--- config.mk ---
export PLATFORM = sky130hd
export DESIGN_NAME = cha_gsel_rx
export DESIGN_NICKNAME = d
export VERILOG_FILES = /design/src/rtl/cha_pkg.sv /design/src/rtl/sync2.sv /design/src/rtl/cha_gsel_rx.sv
export SDC_FILE = /design/constraint.sdc
export NUM_CORES = 1
export LEC_CHECK = 0
export CAP_MARGIN = 20
export CELL_PAD_IN_SITES_DETAIL_PLACEMENT = 1
export CELL_PAD_IN_SITES_GLOBAL_PLACEMENT = 1
export CORE_MARGIN = 3
export CORE_UTILIZATION = 38
export DETAILED_ROUTE_END_ITERATION = 8
export PLACE_DENSITY = 0.77
export RECOVER_POWER = 50
export SLEW_MARGIN = 25
export SYNTH_ARGS = -nofsm -noshare
export SYNTH_HDL_FRONTEND = slang
export SYNTH_SLANG_ARGS = --single-unit
--- constraint.sdc ---
create_clock -name CLK_24M -period 1.8 [get_ports CLK_24M]
set_input_delay 0.18 -clock CLK_24M [delete_from_list [all_inputs] [get_ports CLK_24M]]
set_output_delay 0.18 -clock CLK_24M [all_outputs]
set_load 0.1 [all_outputs]
--- src/rtl/cha_pkg.sv ---
// rtl/cha_pkg.sv - shared types and helpers for the CHA game-select receiver
package cha_pkg;

    localparam int GSEL_W = 8;

    typedef enum logic [1:0] {
        ST_IDLE,
        ST_FILTER,
        ST_REQ,
        ST_WAIT_REL
    } state_t;

    // ICON[9] and ICON[3] carry no code bits.
    function automatic logic [GSEL_W-1:0] icon_to_gsel(input logic [9:0] icon);
        return {icon[8:4], icon[2:0]};
    endfunction

endpackage

--- src/rtl/sync2.sv ---
// rtl/sync2.sv - generic two-flop synchroniser, asynchronous active-low reset
module sync2 #(
    parameter int WIDTH = 8
) (
    input  logic             clk,
    input  logic             rst_n,
    input  logic [WIDTH-1:0] d,
    output logic [WIDTH-1:0] q
);

    logic [WIDTH-1:0] meta;

    always_ff @(posedge clk or negedge rst_n) begin
        if (!rst_n) begin
            meta <= '0;
            q    <= '0;
        end else begin
            meta <= d;
            q    <= meta;
        end
    end

endmodule

--- src/rtl/cha_gsel_rx.sv ---
// rtl/cha_gsel_rx.sv - ICON game-select receiver: sync, glitch filter, clamp, REQ/ACK commit
module cha_gsel_rx
    import cha_pkg::*;
#(
    parameter int          STABLE_CYCLES = 16,
    parameter logic [7:0]  MAX_GAME      = 8'd127,
    parameter int          ACK_TIMEOUT   = 1024
) (
    input  logic              CLK_24M,
    input  logic              nRESET,
    input  logic [9:0]        ICON,
    input  logic              ACK,
    output logic              REQ,
    output logic [GSEL_W-1:0] PEND_GSEL,
    output logic [GSEL_W-1:0] GSEL,
    output logic              CHANGE,
    output logic              BUSY,
    output logic              ERR
);

    localparam int                TO_W        = $clog2(ACK_TIMEOUT + 1);
    localparam logic [7:0]        STABLE_LAST = 8'(STABLE_CYCLES - 1);
    localparam logic [TO_W-1:0]   TO_LAST     = TO_W'(ACK_TIMEOUT - 1);

    logic [GSEL_W-1:0] code_sync;
    logic [GSEL_W-1:0] s_code;
    logic              ack_q;
    logic              oor;
    logic [GSEL_W-1:0] cand;

    state_t            state, state_n;
    logic [GSEL_W-1:0] pend, pend_n;
    logic [GSEL_W-1:0] gsel, gsel_n;
    logic [7:0]        cnt, cnt_n;
    logic [TO_W-1:0]   tcnt, tcnt_n;
    logic              change, change_n;
    logic              busy, busy_n;
    logic              err, err_n;

    sync2 #(.WIDTH(GSEL_W)) u_sync (
        .clk   (CLK_24M),
        .rst_n (nRESET),
        .d     (icon_to_gsel(ICON)),
        .q     (code_sync)
    );

    always_ff @(posedge CLK_24M or negedge nRESET) begin
        if (!nRESET) begin
            s_code <= '0;
            ack_q  <= 1'b0;
        end else begin
            s_code <= code_sync;
            ack_q  <= ACK;
        end
    end

    assign oor  = (s_code > MAX_GAME);
    assign cand = oor ? '0 : s_code;

    always_ff @(posedge CLK_24M or negedge nRESET) begin
        if (!nRESET) begin
            state  <= ST_IDLE;
            pend   <= '0;
            gsel   <= '0;
            cnt    <= '0;
            tcnt   <= '0;
            change <= 1'b0;
            busy   <= 1'b0;
            err    <= 1'b0;
        end else begin
            state  <= state_n;
            pend   <= pend_n;
            gsel   <= gsel_n;
            cnt    <= cnt_n;
            tcnt   <= tcnt_n;
            change <= change_n;
            busy   <= busy_n;
            err    <= err_n;
        end
    end

    always_comb begin
        state_n  = state;
        pend_n   = pend;
        gsel_n   = gsel;
        cnt_n    = cnt;
        tcnt_n   = tcnt;
        change_n = 1'b0;
        err_n    = err | oor;
        case (state)
            ST_IDLE: begin
                if (cand != gsel) begin
                    pend_n  = cand;
                    cnt_n   = '0;
                    state_n = ST_FILTER;
                end
            end
            ST_FILTER: begin
                if (cand == gsel) begin
                    state_n = ST_IDLE;
                end else if (cand != pend) begin
                    pend_n = cand;
                    cnt_n  = '0;
                end else begin
                    if (cnt != 8'hFF) cnt_n = cnt + 8'd1;
                    // A still-high ACK belongs to the previous handshake; wait it out.
                    if (cnt >= STABLE_LAST && !ack_q) begin
                        tcnt_n  = '0;
                        state_n = ST_REQ;
                    end
                end
            end
            ST_REQ: begin
                if (ack_q) begin
                    gsel_n   = pend;
                    change_n = 1'b1;
                    state_n  = ST_WAIT_REL;
                end else if (tcnt == TO_LAST) begin
                    err_n   = 1'b1;
                    state_n = ST_WAIT_REL;
                end else begin
                    tcnt_n = tcnt + TO_W'(1);
                end
            end
            ST_WAIT_REL: begin
                if (!ack_q) state_n = ST_IDLE;
            end
            default: state_n = ST_IDLE;
        endcase
        busy_n = (state_n != ST_IDLE);
    end

    assign REQ       = (state == ST_REQ);
    assign PEND_GSEL = pend;
    assign GSEL      = gsel;
    assign CHANGE    = change;
    assign BUSY      = busy;
    assign ERR       = err;

endmodule

[Word-level counts from Yosys, hierarchy flattened]
Index checks and enable logic that the tools add are counted.
Storage, ports and cells
  ROM bits: 0
  input bits: 13
  register bits after elaboration: 65
  memory bits (writable): 0
  logic and storage cells: 72
  latch bits: 0
  memories kept: 0
  output and inout bits: 20
Cells by class
  reduce and logical (&&, ||, !) cells: 10
  $lt $le $gt $ge: 2
  shifts and indexed selects: 0
  $mul: 0
  multiplexer cells: 29
  bitwise logic cells: 1
  eq/ne operators: 16
  div/mod/pow operators: 0
  $add $sub $neg: 2
Operators by type and width (count)
  $mux W8: 8
  $mux W11: 5
  $pmux W8 S2: 2
  $pmux W11 S2: 1
  $ne A8 B8 Y1: 2
  $mux W2: 7
  $ne A2 B2 Y1 const B: 7
  $add A11 B1 Y11 const B: 1
  $eq A11 B10 Y1 const B: 1
  $add A8 B1 Y8 const B: 1
  $eq A8 B8 Y1: 1
  $ge A8 B4 Y1 const B: 1
  $gt A8 B7 Y1 const B: 1
  $ne A8 B8 Y1 const B: 1
  $pmux W2 S4: 1
  $reduce_and A4 Y1: 2
  $reduce_and A6 Y1: 1
  $reduce_bool A2 Y1: 3
  $mux W1: 5
  $eq A2 B2 Y1 const B: 2
  $ne A3 B3 Y1 const B: 1
  $eq A2 B1 Y1 const B: 1
  $logic_not A2 Y1: 1
  $reduce_and A2 Y1: 1
  3 further kinds: 3

[Depth between registers and ports, before layout]
  depth after elaboration: 7
  depth in mapped cells: 9
  depth with buffers taken out: 7

[Hierarchy]
A second synthesis with hierarchy kept.
Unflattened totals
  cell total of the unflattened synthesis: 251
  area total of the unflattened synthesis: 2832.7 um^2
Modules (own cells, without submodules)
  cha_gsel_rx: sequential area each 1226.2 um^2, area each 2432.3 um^2, times used 1, cells an instance 235
  sync2: sequential area each 400.4 um^2, area each 400.4 um^2, times used 1, cells an instance 16

[Worst setup path after synthesis]
Ideal clock, no wire load.
  path kind: register -> register
  start point: register state[1]
  end point: register gsel[0] (netlist: GSEL[0])
  data arrival time: 2621 ps
  setup time: 126 ps
  buffers on the path: 0
  clock period less this slack: 2747 ps
  path slack: -947 ps
  cell stages (with the launch flop): 5
  cell sequence: dfrtp_1 > inv_1 > nor2_1 > nand2_1 > mux2_2
Between the ends
  cells in the longest elaborated chain, start to end: 2
Ends and longest elaborated chain
  start: declaration: RTL line cha_gsel_rx.sv:31  | state_t state, state_n;
  start signal: assignment: RTL line cha_gsel_rx.sv:71  | state <= state_n;
  $eq A2 B2 Y1
  via REQ: RTL line cha_gsel_rx.sv:13  | output logic REQ,
  $reduce_and A2 Y1 (no line)
  end signal: assignment: RTL line cha_gsel_rx.sv:73  | gsel <= gsel_n;
  end: declaration: RTL line cha_gsel_rx.sv:33  | logic [GSEL_W-1:0] gsel, gsel_n;
The timed path passes the listed nets, and every way through them passes these cells.
A chain may end at the register's enable or synchronous reset.

[Worst setup path after layout]
  start point: register s_code[7]
  end point: register cnt[3]
Between the ends
  cells in the longest elaborated chain, start to end: 6
Ends and longest elaborated chain
  start: declaration: RTL line cha_gsel_rx.sv:26  | logic [GSEL_W-1:0] s_code;
  start signal: assignment: RTL line cha_gsel_rx.sv:52  | s_code <= code_sync;
  $gt A8 B7 Y1: RTL line cha_gsel_rx.sv:57  | assign oor = (s_code > MAX_GAME);
  $mux W8 *: RTL line cha_gsel_rx.sv:58  | assign cand = oor ? '0 : s_code;
  $ne A8 B8 Y1: RTL line cha_gsel_rx.sv:101  | end else if (cand != pend) begin
  $mux W8: RTL line cha_gsel_rx.sv:101
  $mux W8: RTL line cha_gsel_rx.sv:99  | if (cand == gsel) begin
  $pmux W8 S2: RTL line cha_gsel_rx.sv:90  | case (state)
  end signal: assignment: RTL line cha_gsel_rx.sv:74  | cnt <= cnt_n;
  end: declaration: RTL line cha_gsel_rx.sv:34  | logic [7:0] cnt, cnt_n;
Every way passes the cells marked *; elsewhere a longest branch is shown, timed or not. The select of a mux whose other input is x is not followed.

==> results.cfg <==
[timing]
rsz0062_at_grt = yes
finalHoldViolCount = 0
skew_ns = 0.0108
final.min_clock_period_ns = 2.11
fin_crit_sh = 1.17
worstMarginPinSlew_ns = 1.02
setup_viol = 29
hold_slack_ns = 0.345
maxSlewHeadroom = 0.319
slew_violations = 0
worst_slack_ns = -0.313
fmax_mhz = 473

[routing]
vias = 2507
drtAntennaViolNets = 0
routedWlPerCell_um = 19.1
wl_um = 8820
drcViolationCount = 0
drt_iter0_drc = 91
via_per_inst = 5.44
first_pass_iters = 4

[setup_path]
start_kind = flop
r2r_cells = 8
regToRegSetupSlack_ns = -0.31
worstPathArrival_ns = 2.36
critPathLaunch = s_code[7]$_DFF_PN0_
cpLargestDelayFamily = compound AO/OA/AOI/OAI gates
cp_common_cell = buf_4
cp-endpoint = cnt[3]$_DFFE_PN0P_
r2r-start = s_code[7]$_DFF_PN0_
worstSetupPathType = flop to flop
cp_num_buf_inv = 3
path_cells = buf_6 -> nor2b_1 -> o211ai_1 -> buf_4 -> o21a_1 -> buf_4 -> nand2_4 -> o31ai_2
cp-end-kind = flop
cp_slowest_cell = dfrtp_2
path_depth = 8
cp_max_fo = 7
cpPeakStageDelay_ns = 0.48
reg2reg_to = cnt[3]$_DFFE_PN0P_
cp.required_ns = 2.05

[logic_synthesis]
synth_fa_ha_area_frac = 0.00869
synth_xor_area_frac = 0.0274
synth_cells = 264
synth-compound-area-share = 0.152
ys.flop_type = dfrtp_1
synth_top_family_by_area = simple AND/OR/NAND/NOR gates
syn_area_um2 = 2880
synth-simple-area-share = 0.179
yosysMostFrequentCell = dfrtp_1
netlist_top_cells_area = dfrtp_1 (56%), o21ai_0 (4.0%), nor2_1 (2.7%)
syn_area_per_cell_um2 = 10.9
syn_nets = 279
yosysSeqAreaShare = 0.565
async_flop_share = 1.00
yosysTopAreaCellShare = 0.565
yosys_warnings = 0
synth_edf_count = 0
ys_ff_latch = 65
yosys-mux-area-fraction = 0.0343
synth_common_cells = dfrtp_1 (65), o21ai_0 (23), nor2_1 (21)
yosysUniqueCellTypes = 54
yosys.area.top_type = dfrtp_1

[cts]
htree_num_levels = 3
cts_tree = built
clk_path_buf_depth = 2
clkLatencyLatePin_ns = 0.34
cts_sinks = 65
cts_made_buffers = 9
path_clk_slew_ns = 0.08
cts_root_buffer = clkbuf_8

[min_path]
whs_path_depth = 0
holdCritPathClass = flop to flop

[power]
clock_power_share = 0.379
seqPwrFrac = 0.456
p_leak_nw = 1.83
comb_power_share = 0.165
p_per_area_nw_per_um2 = 816
power.switching_w = 0.00101
p_int_w = 0.00242
ir_drop_v = 0.000805
p_sw_frac = 0.294

[layout]
drive_gt1_frac = 0.459
fillerInstances = 821
nets = 372
syn2layout_area_growth_pct = 45.9
diodes = 0
utilization = 0.576

[die]
core-area_um2 = 7290
die_h_um = 93.0
die-area_um2 = 8660
start_util = 0.395
chipWidth_um = 93.0
pin_count = 33
num_rows = 31

[global_route]
grtUsageTotal = 0.200
grt_pass1_wl_um = 13300
grt_pass1_vias = 2632
grt_max_degree = 30
overflow = 0
antenna_found_initial = 0

[job]
max_cap_viol_count = 0

[placement]
place.port_buffers = 30
routabilityCongestion = 0.802
hpwl_um = 5380

[run_status]
status = complete, but fails checks
violations = setup timing
==> logic make-up (layout without fill, tap and decap cells) <==
kind of cell    after synthesis  after routing
compound gates               65             65
mux                           9              9
simple gates                 93             93
buf+inv                      21            119
flops                        65             65
fa+ha+maj                     2              2
xor+xnor                      9              9
==> worst min path at each step <==
stage / from / to
2_1_floorplan: nRESET / BUSY$_DFF_PN0_
3_3_place_gp: nRESET / u_sync.meta[4]$_DFF_PN0_
3_5_place_dp: nRESET / PEND_GSEL[1]$_DFFE_PN0P_
4_1_cts: ICON[8] / u_sync.meta[7]$_DFF_PN0_
5_1_grt: u_sync.meta[5]$_DFF_PN0_ / u_sync.q[5]$_DFF_PN0_
6_report: u_sync.q[7]$_DFF_PN0_ / s_code[7]$_DFF_PN0_
==> metrics by stage <==
| stage | power [W] | area, µm² | TNS, ns | instances | worst slack [ns] |
|---|---|---|---|---|---|
| finish | 0.00343 | 4200 | -6.81 | 461 | -0.313 |
| global route | 0.00358 | 4200 | -11.60 | 461 | -0.420 |
| CTS | 0.00337 | 4060 | -2.19 | 455 | -0.146 |
| detailed placement | 0.00204 | 3670 | -5.98 | 433 | -0.285 |
| global placement | 0.00202 | 3670 | -3.85 | 433 | -0.188 |
| floorplan | 0.00183 | 2960 | -3.66 | 264 | -0.256 |
==> worst reg2reg max path, stage by stage, from the launching register on <==
cell      delay [ns]
dfrtp_2         0.48
buf_6           0.16
nor2b_1         0.13
o211ai_1        0.45
buf_4           0.22
o21a_1          0.16
buf_4           0.17
nand2_4         0.08
o31ai_2         0.18
==> routing by layer <==
layer | wire length [µm] | share of wire | up-vias | GRT usage
met5 | 0 | 0 | - | 0
met4 | 101 | 0.011 | 0 | 0.0635
met3 | 298 | 0.034 | 12 | 0.0346
met2 | 4690 | 0.53 | 47 | 0.341
met1 | 3740 | 0.42 | 1316 | 0.259
li1 | - | - | 1132 | -
==> power by group through the flow <==
stage / logic [W] / registers (W) / clock network, W
floorplan: 0.000127 / 0.00171 / 0
global placement: 0.000438 / 0.00158 / 0
detailed placement: 0.000449 / 0.00159 / 0
CTS: 0.000506 / 0.00156 / 0.00130
global route: 0.000600 / 0.00157 / 0.00141
finish: 0.000566 / 0.00156 / 0.00130
==> flip-flops by register name, summed over array words and instances (netlist names) <==
signal	flops
u_sync.meta	8
ack_q	1
u_sync.q	8
cnt	8
state	2
ERR	1
tcnt	11
GSEL	8
CHANGE	1
PEND_GSEL	8
s_code	8
BUSY	1
==> what timing repair did <==
action,in CTS,in global routing
endpoints found under the setup margin,29,29
endpoints found under the hold margin,16,0
pin swaps,9,10
resized for setup,36,26
setup buffers,6,7
hold buffers,1,0
==> cell type report <==
class | instances | area (µm²) | area share
Clock inverter | 6 | 67.6 | 0.0161
Sequential cell | 65 | 1680 | 0.401
Clock buffer | 10 | 138 | 0.0328
Inverter | 16 | 60.1 | 0.0143
Timing Repair Buffer | 87 | 731 | 0.174
Tap cell | 99 | 124 | 0.0295
Multi-Input combinational cell | 178 | 1400 | 0.333
==> cells in the final DEF (no fill, tap or decap), types with 4 or more instances in the layout <==
| cell type | n |
|---|---|
| a21oi_1 | 5 |
| buf_4 | 64 |
| buf_6 | 9 |
| clkbuf_8 | 10 |
| dfrtp_1 | 44 |
| dfrtp_2 | 9 |
| dfrtp_4 | 12 |
| dlygate4sd3_1 | 10 |
| inv_1 | 15 |
| mux2_2 | 5 |
| nand2_1 | 17 |
| nand3_1 | 12 |
| nand4_1 | 4 |
| nor2_1 | 19 |
| nor2b_1 | 6 |
| o21ai_0 | 13 |
| o21ai_1 | 7 |
| o21ai_2 | 5 |
| o41ai_2 | 4 |
| xor2_1 | 5 |
Note: power is estimated with default switching activity, not from simulation.
